[src/rtl/axil_rr_arbiter_pkg.sv]
// axil_rr_arbiter_pkg: FSM state encoding and AXI-Lite width constants shared by the arbiter slice
package axil_rr_arbiter_pkg;
  localparam int ADDR_W = 32;
  localparam int DATA_W = 32;
  localparam int STRB_W = 4;
  typedef enum logic [2:0] {
    IDLE  = 3'd0,
    WADDR = 3'd1,
    WRESP = 3'd2,
    RADDR = 3'd3,
    RDATA = 3'd4
  } state_t;
endpackage

[src/rtl/axil_rr_arbiter_if.sv]
// axil_rr_arbiter_if: AXI-Lite bus (aw/w/b/ar/r channels, no resp fields); master drives valids/addr/data, slave drives readies/b/r
interface axil_rr_arbiter_if;
  import axil_rr_arbiter_pkg::*;
  logic              awvalid;
  logic              awready;
  logic [ADDR_W-1:0] awaddr;
  logic              wvalid;
  logic              wready;
  logic [DATA_W-1:0] wdata;
  logic [STRB_W-1:0] wstrb;
  logic              bvalid;
  logic              bready;
  logic              arvalid;
  logic              arready;
  logic [ADDR_W-1:0] araddr;
  logic              rvalid;
  logic              rready;
  logic [DATA_W-1:0] rdata;
  modport master (
    output awvalid, awaddr, wvalid, wdata, wstrb, bready, arvalid, araddr, rready,
    input  awready, wready, bvalid, arready, rvalid, rdata
  );
  modport slave (
    input  awvalid, awaddr, wvalid, wdata, wstrb, bready, arvalid, araddr, rready,
    output awready, wready, bvalid, arready, rvalid, rdata
  );
endinterface

[src/rtl/axil_rr_arbiter_rr_pick2.sv]
// rr_pick2: two-way round-robin pick; valid[1:0] + last winner in, one-hot grant out (tie goes to ~last)
module rr_pick2 (
  input  logic [1:0] valid,
  input  logic       last,
  output logic [1:0] grant
);
  always_comb grant = &valid ? (last ? 2'b01 : 2'b10) : valid;
endmodule

[src/rtl/axil_rr_arbiter.sv]
// axil_rr_arbiter: two-requester round-robin sequencer onto one AXI-Lite master; clk_i/rst_n_i, req_* valid/ready requests, rsp_* completion pulse, m_axi bus
module axil_rr_arbiter
  import axil_rr_arbiter_pkg::*;
#(
  parameter logic RR_INIT = 1'b0
) (
  input  logic        clk_i,
  input  logic        rst_n_i,
  input  logic [1:0]  req_valid_i,
  output logic [1:0]  req_ready_o,
  input  logic [1:0]  req_we_i,
  input  logic [63:0] req_addr_i,
  input  logic [63:0] req_wdata_i,
  input  logic [7:0]  req_wstrb_i,
  output logic [1:0]  rsp_valid_o,
  output logic [31:0] rsp_rdata_o,
  axil_rr_arbiter_if.master m_axi
);
  state_t            state, state_n;
  logic              last_q, g_q, aw_done, w_done;
  logic [1:0]        grant;
  logic              g, aw_hs, w_hs, done;
  logic [ADDR_W-1:0] addr_q;
  logic [DATA_W-1:0] wdata_q;
  logic [STRB_W-1:0] wstrb_q;
  rr_pick2 u_pick (
    .valid(req_valid_i),
    .last (last_q),
    .grant(grant)
  );
  assign g              = grant[1];
  assign m_axi.awvalid  = state == WADDR && !aw_done;
  assign m_axi.wvalid   = state == WADDR && !w_done;
  assign m_axi.bready   = state == WRESP;
  assign m_axi.arvalid  = state == RADDR;
  assign m_axi.rready   = state == RDATA;
  assign m_axi.awaddr   = addr_q;
  assign m_axi.araddr   = addr_q;
  assign m_axi.wdata    = wdata_q;
  assign m_axi.wstrb    = wstrb_q;
  assign aw_hs          = m_axi.awvalid && m_axi.awready;
  assign w_hs           = m_axi.wvalid && m_axi.wready;
  assign done           = (state == WRESP && m_axi.bvalid) || (state == RDATA && m_axi.rvalid);
  // gated by reset so the accept pulse stays low while rst_n_i is held
  assign req_ready_o    = (state == IDLE && rst_n_i) ? grant : 2'b00;
  always_comb begin
    state_n = state;
    unique case (state)
      IDLE:    state_n = |req_valid_i ? (req_we_i[g] ? WADDR : RADDR) : IDLE;
      WADDR:   state_n = ((aw_done || aw_hs) && (w_done || w_hs)) ? WRESP : WADDR;
      WRESP:   state_n = m_axi.bvalid ? IDLE : WRESP;
      RADDR:   state_n = m_axi.arready ? RDATA : RADDR;
      RDATA:   state_n = m_axi.rvalid ? IDLE : RDATA;
      default: state_n = IDLE;
    endcase
  end
  always_ff @(posedge clk_i or negedge rst_n_i) begin
    if (!rst_n_i) begin
      state       <= IDLE;
      last_q      <= ~RR_INIT;
      g_q         <= 1'b0;
      aw_done     <= 1'b0;
      w_done      <= 1'b0;
      addr_q      <= '0;
      wdata_q     <= '0;
      wstrb_q     <= '0;
      rsp_valid_o <= 2'b00;
      rsp_rdata_o <= '0;
    end else begin
      state       <= state_n;
      // done flags clear automatically once the FSM leaves WADDR
      aw_done     <= state_n == WADDR && (aw_done || aw_hs);
      w_done      <= state_n == WADDR && (w_done || w_hs);
      rsp_valid_o <= done ? (g_q ? 2'b10 : 2'b01) : 2'b00;
      if (state == RDATA && m_axi.rvalid) rsp_rdata_o <= m_axi.rdata;
      if (state == IDLE && |req_valid_i) begin
        last_q  <= g;
        g_q     <= g;
        addr_q  <= g ? req_addr_i[63:32] : req_addr_i[31:0];
        wdata_q <= g ? req_wdata_i[63:32] : req_wdata_i[31:0];
        wstrb_q <= g ? req_wstrb_i[7:4] : req_wstrb_i[3:0];
      end
    end
  end
endmodule

[src/flat_wrapper.sv]
// flat-port wrapper written by rule: the top's interface ports become plain ports
module axil_rr_arbiter_flat import axil_rr_arbiter_pkg::*;
#(
  parameter logic RR_INIT = 1'b0
)
  (clk_i, rst_n_i, req_valid_i, req_ready_o, req_we_i, req_addr_i, req_wdata_i, req_wstrb_i, rsp_valid_o, rsp_rdata_o, m_axi_awvalid, m_axi_awaddr, m_axi_wvalid, m_axi_wdata, m_axi_wstrb, m_axi_bready, m_axi_arvalid, m_axi_araddr, m_axi_rready, m_axi_awready, m_axi_wready, m_axi_bvalid, m_axi_arready, m_axi_rvalid, m_axi_rdata);
  axil_rr_arbiter_if m_axi_i ();
  input  logic clk_i;
  input  logic rst_n_i;
  input  logic [1:0] req_valid_i;
  output logic [1:0] req_ready_o;
  input  logic [1:0] req_we_i;
  input  logic [63:0] req_addr_i;
  input  logic [63:0] req_wdata_i;
  input  logic [7:0] req_wstrb_i;
  output logic [1:0] rsp_valid_o;
  output logic [31:0] rsp_rdata_o;
  output wire logic [$bits(m_axi_i.awvalid)-1:0] m_axi_awvalid;
  output wire logic [$bits(m_axi_i.awaddr)-1:0] m_axi_awaddr;
  output wire logic [$bits(m_axi_i.wvalid)-1:0] m_axi_wvalid;
  output wire logic [$bits(m_axi_i.wdata)-1:0] m_axi_wdata;
  output wire logic [$bits(m_axi_i.wstrb)-1:0] m_axi_wstrb;
  output wire logic [$bits(m_axi_i.bready)-1:0] m_axi_bready;
  output wire logic [$bits(m_axi_i.arvalid)-1:0] m_axi_arvalid;
  output wire logic [$bits(m_axi_i.araddr)-1:0] m_axi_araddr;
  output wire logic [$bits(m_axi_i.rready)-1:0] m_axi_rready;
  input wire logic [$bits(m_axi_i.awready)-1:0] m_axi_awready;
  input wire logic [$bits(m_axi_i.wready)-1:0] m_axi_wready;
  input wire logic [$bits(m_axi_i.bvalid)-1:0] m_axi_bvalid;
  input wire logic [$bits(m_axi_i.arready)-1:0] m_axi_arready;
  input wire logic [$bits(m_axi_i.rvalid)-1:0] m_axi_rvalid;
  input wire logic [$bits(m_axi_i.rdata)-1:0] m_axi_rdata;
  assign m_axi_awvalid = m_axi_i.awvalid;
  assign m_axi_awaddr = m_axi_i.awaddr;
  assign m_axi_wvalid = m_axi_i.wvalid;
  assign m_axi_wdata = m_axi_i.wdata;
  assign m_axi_wstrb = m_axi_i.wstrb;
  assign m_axi_bready = m_axi_i.bready;
  assign m_axi_arvalid = m_axi_i.arvalid;
  assign m_axi_araddr = m_axi_i.araddr;
  assign m_axi_rready = m_axi_i.rready;
  assign m_axi_i.awready = m_axi_awready;
  assign m_axi_i.wready = m_axi_wready;
  assign m_axi_i.bvalid = m_axi_bvalid;
  assign m_axi_i.arready = m_axi_arready;
  assign m_axi_i.rvalid = m_axi_rvalid;
  assign m_axi_i.rdata = m_axi_rdata;
  axil_rr_arbiter #(.RR_INIT(RR_INIT)) u_core (.clk_i(clk_i), .rst_n_i(rst_n_i), .req_valid_i(req_valid_i), .req_ready_o(req_ready_o), .req_we_i(req_we_i), .req_addr_i(req_addr_i), .req_wdata_i(req_wdata_i), .req_wstrb_i(req_wstrb_i), .rsp_valid_o(rsp_valid_o), .rsp_rdata_o(rsp_rdata_o), .m_axi(m_axi_i));
endmodule
[config.mk]
export PLATFORM = sky130hd
export DESIGN_NAME = axil_rr_arbiter_flat
export DESIGN_NICKNAME = d
export VERILOG_FILES = /design/src/rtl/axil_rr_arbiter_pkg.sv /design/src/rtl/axil_rr_arbiter_if.sv /design/src/rtl/axil_rr_arbiter_rr_pick2.sv /design/src/rtl/axil_rr_arbiter.sv /design/src/flat_wrapper.sv
export SDC_FILE = /design/constraint.sdc
export NUM_CORES = 1
export LEC_CHECK = 0
export CAP_MARGIN = 10
export CORE_MARGIN = 3
export CORE_UTILIZATION = 34
export CTS_CLUSTER_SIZE = 30
export DETAILED_ROUTE_END_ITERATION = 7
export GPL_TIMING_DRIVEN = 0
export PLACE_DENSITY = 0.86
export SYNTH_ARGS = -nofsm -noshare
export SYNTH_HDL_FRONTEND = slang
export SYNTH_HIERARCHICAL = 1
export SYNTH_SLANG_ARGS = --single-unit
[constraint.sdc]
create_clock -name clk_i -period 1.5 [get_ports clk_i]
set_input_delay 0.375 -clock clk_i [delete_from_list [all_inputs] [get_ports clk_i]]
set_output_delay 0.375 -clock clk_i [all_outputs]
set_load 0.1 [all_outputs]
-- Yosys cells after proc, flatten, opt, wreduce, memory -nomap -nowiden
Cells that the tools add are included.
- register bits: 109
- word-level logic and storage cells: 52
- bits of input ports: 179
- output and inout bits: 141
- order comparisons: 1
- mux-type cells: 17
- equal/unequal tests: 5
- reductions and logical operators: 19
- operators with widths (kind ; number):
    2-to-1 mux 32 bit ; 2
    2-to-1 mux 2 bit ; 8
    case mux 3 bit (5 select lines) ; 1
    logical AND 1 bit ; 11
    2-to-1 mux 3 bit ; 3
    == test 3 x 1 -> 1 bit, second input constant ; 2
    == test 3 x 2 -> 1 bit, second input constant ; 2
    2-to-1 mux 4 bit ; 1
    == test 3 bit, second input constant ; 1
    zero test 3 bit ; 1
    logical OR 1 bit ; 3
    zero test 1 bit ; 2
    less-than comparator 1 x 2 -> 1 bit, second input constant ; 1
    2-to-1 mux 1 bit ; 2
    AND reduction 2 bit ; 1
    OR reduction 2 bit ; 1

-- Longest topological paths before layout
Gate-level depths: netlist (run 1).
- depth after elaboration: 9
- mapped depth: 8

-- Hierarchy
Netlist (run 1), hierarchy kept.
- modules (own cells, without submodules) (module ; sequential area each (um^2) ; area each (um^2) ; cells an instance ; instances):
    axil_rr_arbiter ; 2728.9 ; 5375.2 ; 450 ; 1
    rr_pick2 ; 0.0 ; 18.8 ; 3 ; 1

-- Worst setup path before layout (run 1)
Ideal clock, no wire load.
- path kind: reg-to-reg
- from: register u_core.state[0]
- to: register u_core.rsp_rdata_o[10]
- data required time: 1.374 ns
- stages on the path, launching flop included: 7
- data arrival time: 2.555 ns
- path slack: -1.182 ns
- path through: dfrtp_1 > buf_6 > nor3b_2 > and2_1 > buf_6 > buf_12 > mux2_4
- word-level cells in the longest chain between the ends: 2
- RTL lines (item ; RTL line ; text):
    from (decl) ; axil_rr_arbiter.sv:19 ; state_t state, state_n;
    from (signal assigned) ; axil_rr_arbiter.sv:70 ; state <= state_n;
    == test 3 bit ; n/a ;
    via m_axi_rready ; flat_wrapper.sv:26 ; output wire logic [$bits(m_axi_i.rready)-1:0] m_axi_rready;
    logical AND 1 bit ; axil_rr_arbiter.sv:75 ; if (state == RDATA && m_axi.rvalid) rsp_rdata_o <= m_axi.rdata;
    to (signal assigned) ; axil_rr_arbiter.sv:75 ;
    to (decl) ; axil_rr_arbiter.sv:16 ; output logic [31:0] rsp_rdata_o,
The timed path passes the listed nets, and every way through them passes these cells.
A chain may end at the register's enable or synchronous reset.

-- Worst setup path after layout (run 1)
- from: register u_core.state[1]
- to: output m_axi_awvalid
- word-level cells in the longest chain between the ends: 2
- RTL lines (item ; RTL line ; text):
    == test 3 x 1 -> 1 bit ; axil_rr_arbiter.sv:32 ; assign m_axi.awvalid = state == WADDR && !aw_done;
    logical AND 1 bit ; axil_rr_arbiter.sv:32 ;
    to (decl) ; flat_wrapper.sv:18 ; output wire logic [$bits(m_axi_i.awvalid)-1:0] m_axi_awvalid;
Every way passes these cells.

==> results_tabular.tex, run 1 <==
\begin{tabular}{lr}
\hline
Metric & Value \\
\hline
\multicolumn{2}{l}{\textbf{Finish}} \\
Multi-input logic area & 2510 um\^{}2 \\
Number of filler cells placed in the layout & $\sim$1,200 \\
Ratio of cells with drive above 1 in the final layout & 52.5\% \\
Sequential standard cell area & $\sim$2800 um\^{}2 \\
Number of antenna repair diodes & 0 \\
Layout overhead on the synthesized area & 89.2\% \\
Utilization of the core after routing & 66.4\% \\
Final layout net count & 999 \\
\multicolumn{2}{l}{\textbf{Logic synthesis}} \\
Flops \& latches, synth & around 110 \\
Syn\_area\_per\_cell & approximately 12 um\^{}2 \\
Number of enable flip-flop cells after synthesis & 0 \\
Total number of yosys warnings & 6 \\
Share of the synthesized area in the top cell type & 50.1\% \\
Dominant cells by area after synthesis & dfrtp\_1 (50\%), mux2i\_1 (13\%), mux2\_4 (8.4\%), buf\_4 (5.1\%), nor2\_1 (5.1\%) \\
Top cells by instance count after synthesis & dfrtp\_1 (108), nor2\_1 (74), mux2i\_1 (70) \\
Net count after synthesis & 632 \\
Cell with the most instances after synthesis & dfrtp\_1 \\
Fraction of registers with async set/reset & 100\% \\
Number of cells produced by synthesis & roughly 450 \\
Netlist cell types & 36 \\
Synthesized cell area & 5390 um\^{}2 \\
Largest area contributor in the netlist & dfrtp\_1 \\
Flip-flop cell with the highest count after synthesis & dfrtp\_1 \\
Post-synthesis sequential area ratio & 50.6\% \\
\multicolumn{2}{l}{\textbf{Global route}} \\
Global-route wire length before repair & 28,400 um \\
Antenna violations before repair & 0 \\
Global-route congestion overflow total & 0 \\
Total Routing Usage GR & 20.6\% \\
Met3 GRT Util & under 10\% \\
Via count of the first global-routing pass & around 5,000 \\
Largest net degree at the start of global routing & 60 \\
Grt met2 use & 38.1\% \\
Most used routing layer in global routing & met2 \\
Met1 usage & 23.2\% \\
\multicolumn{2}{l}{\textbf{Worst setup path}} \\
Crit path required time & $\sim$1.1 ns \\
Cell depth of the worst flop-to-flop path & 10 \\
Highest net fanout along the worst path & 6 \\
Type of the setup path with the least slack & flip-flop to output port \\
Crit path launch type & flip-flop \\
Arrival time at the worst endpoint & $\sim$1.6 ns \\
Critical register-to-register path endpoint & u\_core/m\_axi.araddr[6]\$\_DFFE\_PN0P\_ \\
Crit Reg-Reg Startpoint & u\_core/state[2]\$\_DFF\_PN0\_ \\
Worst Setup End Kind & output port \\
Register-to-register setup slack & -0.34 ns \\
\multicolumn{2}{l}{\textbf{Floorplan}} \\
Initial Util & between 30\% and 40\% \\
Area of the core & 15,400 um\^{}2 \\
Count of boundary I/O pins & 320 \\
Standard-cell row count & 45 \\
Width of the die & 132 um \\
Overall die area & 17,400 um\^{}2 \\
DIE HEIGHT & 132 um \\
\multicolumn{2}{l}{\textbf{CTS}} \\
Clock tree from TritonCTS & done \\
Number of levels in the clock H-tree & 3 \\
Clock buffer depth & 2 \\
Number of buffers created by CTS & 9 \\
Clock latency at the later pin of the worst-skew pair & around 0.35 ns \\
Sinks on the clock net & 109 \\
Reg clk slew, reported paths & 0.08 ns \\
CTS root buffer & clkbuf\_16 \\
\multicolumn{2}{l}{\textbf{Timing}} \\
Period utilization & 130\% \\
Tightest slew margin relative to the limit & 77.5\% \\
Fmax & 515 MHz \\
Final number of hold-violating endpoints & 52 \\
Hold slack & -0.125 ns \\
Transition at the pin with the smallest max-transition slack & between 0.3 and 0.4 ns \\
Total of endpoints with negative setup slack in the final report & 112 \\
Post-route clock skew & 0.0109 ns \\
Fin crit period & 1.94 ns \\
Count of pins over their slew limit & 0 \\
Setup repair after global routing missed its margin & yes \\
Setup slack of the critical path after layout & -0.443 ns \\
\multicolumn{2}{l}{\textbf{Drt}} \\
Via count normalized by instance count & about 4.7 \\
Number of nets with antenna violations after routing & 0 \\
Via count & 4,846 \\
First drt pass iteration count & 4 \\
DRC Markers & 0 \\
Drt first-iter violations & roughly 220 \\
Final WL & 19,400 um \\
WL per Instance & 18.7 um \\
\multicolumn{2}{l}{\textbf{Place}} \\
Gp weighted congestion & just under 0.8 \\
I/O Buffers & 319 \\
HPWL after DPL & 13,500 um \\
\multicolumn{2}{l}{\textbf{Min path}} \\
Class of the worst hold path & primary input to asynchronous set/reset pin \\
\multicolumn{2}{l}{\textbf{Run status}} \\
Violations in the final reports & hold timing, setup timing \\
Outcome & complete, but fails checks \\
\multicolumn{2}{l}{\textbf{Job}} \\
Max Cap Violations & 0 \\
\hline
\end{tabular}
==> logic make-up (layout without fill, tap and decap cells) <==
group | after synthesis | after routing | share of synthesized area (%)
flip-flops | 109 | 109 | 50.6
multiplexers | 102 | 102 | 21.8
AND/OR/NAND/NOR | 94 | 94 | 7.77
AO/OA/AOI/OAI | 83 | 83 | 10.3
buffers and inverters | 65 | 437 | 9.63
==> critical path, cell delays in order, from the launching register on <==
cell     delay (ns)
dfrtp_2        0.46
or3b_4         0.44
nor2_4         0.14
buf_12         0.18
==> state kept, by name, summed over array words and instances (netlist names) <==
name                 cells
u_core/m_axi.wdata      32
u_core/g_q               1
u_core/w_done            1
u_core/state             3
u_core/m_axi.araddr     32
u_core/aw_done           1
u_core/rsp_rdata_o      32
u_core/m_axi.wstrb       4
u_core/last_q            1
u_core/rsp_valid_o       2
==> final cells by class <==
class                      count  area share (%)
buffer                        56            5.79
sequential                   109            27.2
clock inverter                 6           0.539
timing repair buffer         361            36.8
clock buffer                  10            2.34
tap                          211            2.59
inverter                       4           0.147
multi-input combinational    279            24.6
==> cell usage in the layout (no fill, tap or decap), drive strengths merged, types with 3 or more instances in the layout <==
| master | n |
|---|---|
| a21oi | 72 |
| and2 | 4 |
| buf | 227 |
| clkbuf | 23 |
| clkdlybuf4s50 | 175 |
| dfrtp | 108 |
| inv | 7 |
| mux2 | 32 |
| mux2i | 70 |
| nand2 | 3 |
| nor2 | 74 |
==> how the worst max path moves through the flow <==
| stage | start | to | slack [ns] | depth (start not counted) |
|---|---|---|---|---|
| 3_3_place_gp | rst_n_i | req_ready_o[0] | -5.30 | 3 |
| 4_1_cts | u_core/state[1]$_DFF_PN0_ | m_axi_awvalid | -0.47 | 3 |
| 3_5_place_dp | req_valid_i[1] | req_ready_o[1] | -1.72 | 6 |
| 2_1_floorplan | u_core/state[0]$_DFF_PN0_ | u_core/rsp_rdata_o[10]$_DFFE_PN0P_ | -0.77 | 6 |
| 6_report | u_core/state[1]$_DFF_PN0_ | m_axi_awvalid | -0.44 | 3 |
| 5_1_grt | u_core/state[2]$_DFF_PN0_ | m_axi_awvalid | -0.49 | 3 |
==> through the flow <==
step	TNS [ns]	instances	area [um^2]	setup slack [ns]
2_1_floorplan	-25.24	453	5480	-0.770
4_1_cts	-25.33	1028	9740	-0.465
3_3_place_gp	-589.30	983	8940	-5.30
5_1_grt	-39.04	1036	10200	-0.489
3_5_place_dp	-112.96	984	8970	-1.72
6_report	-30.83	1036	10200	-0.443
==> layer usage <==
layer,vias up,share of wire (%)
met5,-,0
met3,34,5.4
met4,0,2.4
met2,188,54
li1,2264,-
met1,2360,38
==> what timing repair did <==
action | 4_1_cts | 5_1_grt
buffers inserted | 22 | 9
pin swaps | 6 | 8
setup endpoints to repair | 245 | 120
gates resized for setup | 973 | 94
hold endpoints to repair | 52 | 52
cloned | 6 | 9
Power of run 1 is not shown: default switching activity piles up to over one toggle a cycle in this logic, so the estimate is an artifact.
==> run 2, diff against run 1 <==
--- a/config.mk
+++ b/config.mk
@@ -10,7 +10,6 @@
 export CORE_UTILIZATION = 34
 export CTS_CLUSTER_SIZE = 30
 export DETAILED_ROUTE_END_ITERATION = 7
-export GPL_TIMING_DRIVEN = 0
 export PLACE_DENSITY = 0.86
 export SYNTH_ARGS = -nofsm -noshare
 export SYNTH_HDL_FRONTEND = slang
==> run 2 against run 1 <==
The flow finishes with violations (setup timing). Final cell count fell by 0.39%. Global-route usage up 3.1 points. Non-clock buffer count down 7. Via count increased by 4.9%. Clock skew is 0.0014 ns higher. Hold slack improved by 0.28 ns. Sequential share of layout area fell by 4.4 points. First-iteration DRC count is 3.2% higher. Die area unchanged. Sequential cell count stayed put. Design area increased by 19%. Largest cell class unchanged.
==> results_tabular.tex, run 2 (synthesized netlist as in run 1, its figures left out) <==
\begin{tabular}{lr}
\hline
Metric & Value \\
\hline
\multicolumn{2}{l}{\textbf{Run status}} \\
Outcome & complete, but fails checks (unchanged) \\
Violations in the final reports & setup timing (was hold timing, setup timing) \\
\multicolumn{2}{l}{\textbf{CTS}} \\
CTS root buffer & clkbuf\_16 (unchanged) \\
Clock tree from TritonCTS & done (unchanged) \\
Number of buffers created by CTS & 9 (unchanged) \\
Sinks on the clock net & 109 (unchanged) \\
Reg clk slew, reported paths & 0.08 ns (about the same) \\
Clock buffer depth & 2 (unchanged) \\
Clock latency at the later pin of the worst-skew pair & 0.34 ns (was 0.35 ns) \\
Number of levels in the clock H-tree & 3 (unchanged) \\
\multicolumn{2}{l}{\textbf{Global route}} \\
Global-route wire length before repair & 32,200 um (was 28,400 um) \\
Most used routing layer in global routing & met2 (unchanged) \\
Via count of the first global-routing pass & 5,478 (was 5,080) \\
Met3 GRT Util & 5.38\% (was 4.77\%) \\
Grt met2 use & 45.8\% (was 38.1\%) \\
Met1 usage & 25.4\% (was 23.2\%) \\
Antenna violations before repair & 0 (unchanged) \\
Global-route congestion overflow total & 0 (unchanged) \\
Total Routing Usage GR & 23.8\% (was 20.6\%) \\
Largest net degree at the start of global routing & 105 (was 60) \\
\multicolumn{2}{l}{\textbf{Drt}} \\
Number of nets with antenna violations after routing & 0 (unchanged) \\
First drt pass iteration count & 6 (was 4) \\
Via count normalized by instance count & 4.93 (was 4.68) \\
Via count & 5,084 (was 4,846) \\
Drt first-iter violations & 226 (was 219) \\
WL per Instance & 23.0 um (was 18.7 um) \\
DRC Markers & 0 (unchanged) \\
Final WL & 23,800 um (was 19,400 um) \\
\multicolumn{2}{l}{\textbf{Floorplan}} \\
Overall die area & 17,400 um\^{}2 (unchanged) \\
Count of boundary I/O pins & 320 (unchanged) \\
DIE HEIGHT & 132 um (unchanged) \\
Standard-cell row count & 45 (unchanged) \\
Width of the die & 132 um (unchanged) \\
Area of the core & 15,400 um\^{}2 (unchanged) \\
Initial Util & 35.1\% (unchanged) \\
\multicolumn{2}{l}{\textbf{Worst setup path}} \\
Worst Setup End Kind & output port (unchanged) \\
Crit path required time & 1.12 ns (about the same) \\
Type of the setup path with the least slack & flip-flop to output port (unchanged) \\
Critical-path top delay cell & or3b\_4 (was dfrtp\_2) \\
Crit path launch type & flip-flop (unchanged) \\
Highest net fanout along the worst path & 4 (was 6) \\
Delay of the slowest cell on the worst path & 0.45 ns (was 0.46 ns) \\
Arrival time at the worst endpoint & 1.54 ns (was 1.57 ns) \\
Cell-by-cell trace of the critical path & or3b\_4, nor2\_4, buf\_12 (unchanged) \\
\multicolumn{2}{l}{\textbf{Finish}} \\
Most common cell after layout, fill and taps aside & clkdlybuf4s50\_1 (unchanged) \\
Finished Cell Area & 12,200 um\^{}2 (was 10,200 um\^{}2) \\
Ratio of cells with drive above 1 in the final layout & 56.3\% (was 52.5\%) \\
Commonest non-fill, non-tap cells in the layout & clkdlybuf4s50\_1 (175), buf\_12 (160), dfrtp\_1 (73) (was clkdlybuf4s50\_1 (175), buf\_4 (148), dfrtp\_1 (74)) \\
Number of antenna repair diodes & 0 (unchanged) \\
Layout overhead on the synthesized area & 126\% (was 89.2\%) \\
Number of filler cells placed in the layout & 807 (was 1,156) \\
Final layout net count & 995 (was 999) \\
\multicolumn{2}{l}{\textbf{Timing}} \\
Setup slack of the critical path after layout & -0.419 ns (was -0.443 ns) \\
Fin crit period & 1.92 ns (was 1.94 ns) \\
Count of pins over their slew limit & 0 (unchanged) \\
Tightest slew margin relative to the limit & 62.0\% (was 77.5\%) \\
Total of endpoints with negative setup slack in the final report & 112 (unchanged) \\
Transition at the pin with the smallest max-transition slack & 0.570 ns (was 0.335 ns) \\
Period utilization & 128\% (was 130\%) \\
Post-route clock skew & 0.0123 ns (was 0.0109 ns) \\
Hold slack & 0.154 ns (was -0.125 ns) \\
Final number of hold-violating endpoints & 0 (was 52) \\
Setup repair after global routing missed its margin & yes (unchanged) \\
Fmax & 521 MHz (was 515 MHz) \\
\multicolumn{2}{l}{\textbf{Place}} \\
HPWL after DPL & 14,000 um (was 13,500 um) \\
Gp weighted congestion & 0.782 (was 0.795) \\
Worst setup timing slack at the placement stage & -0.490 ns (was -1.72 ns) \\
I/O Buffers & 319 (unchanged) \\
Instance area at placement & 10,300 um\^{}2 (was 8970 um\^{}2) \\
\multicolumn{2}{l}{\textbf{Job}} \\
Max Cap Violations & 0 (unchanged) \\
\multicolumn{2}{l}{\textbf{Min path}} \\
Class of the worst hold path & primary input to asynchronous set/reset pin (unchanged) \\
\hline
\end{tabular}
==> run 2: final timing paths <==
| kind | end | start | cells after the start | slack, ns |
|---|---|---|---|---|
| max | m_axi_awvalid | u_core/state[1]$_DFF_PN0_ | 3 | -0.42 |
| min | u_core/m_axi.wdata[22]$_DFFE_PN0P_ | rst_n_i | 2 | 0.15 |
| max reg2reg | u_core/w_done$_DFF_PN0_ | u_core/last_q$_DFFE_PN1P_ | 8 | -0.29 |
| min reg2reg | u_core/rsp_valid_o[1]$_DFF_PN0_ | u_core/g_q$_DFFE_PN0P_ | 1 | 0.52 |
| max in group asynchronous | u_core/state[0]$_DFF_PN0_ | rst_n_i | 2 | 0.78 |
| min in group clk_i | u_core/rsp_valid_o[1]$_DFF_PN0_ | u_core/g_q$_DFFE_PN0P_ | 1 | 0.52 |
==> run 2: metrics by stage <==
step | TNS (ns) | utilization, % | instances
floorplan | -25.24 | - | 453
global placement | -34.31 | 66.9 | 965
detailed placement | -37.49 | 66.9 | 965
CTS | -14.22 | 74.4 | 1017
global route | -25.48 | 79.2 | 1032
finish | -21.09 | 79.2 | 1032
==> run 2: worst max-delay path: cells and delay by family (launching register included) <==
| family | cells | cell delay, ns |
|---|---|---|
| flip-flops | 1 | 0.44 |
| buffers and inverters | 1 | 0.18 |
| AND/OR/NAND/NOR | 2 | 0.57 |
==> run 2: cell type report <==
class                           instances  area [um^2]  area share, %
Timing Repair Buffer                  410         6000           49.3
Clock buffer                           11          243           1.99
Tap cell                              211          264           2.17
Inverter                                4         15.0          0.123
Sequential cell                       109         2770           22.8
Clock inverter                          5         81.3          0.668
Multi-Input combinational cell        282         2800           23.0
==> run 2: repair_timing <==
item                       CTS  global route
setup buffers               20            18
gates resized for setup     81           158
pin swaps                   45            29
cloned                      15             6
hold endpoints to repair     5             0
hold buffers                 1             0
setup endpoints to repair  111           113
==> run 2: routing by layer <==
| metal | wire length, um | vias up |
|---|---|---|
| met5 | 0 | - |
| met4 | 775 | 0 |
| met1 | 8280 | 2550 |
| met2 | 13500 | 233 |
| met3 | 1230 | 47 |
| li1 | - | 2254 |
Power of run 2 is left out for the same reason.
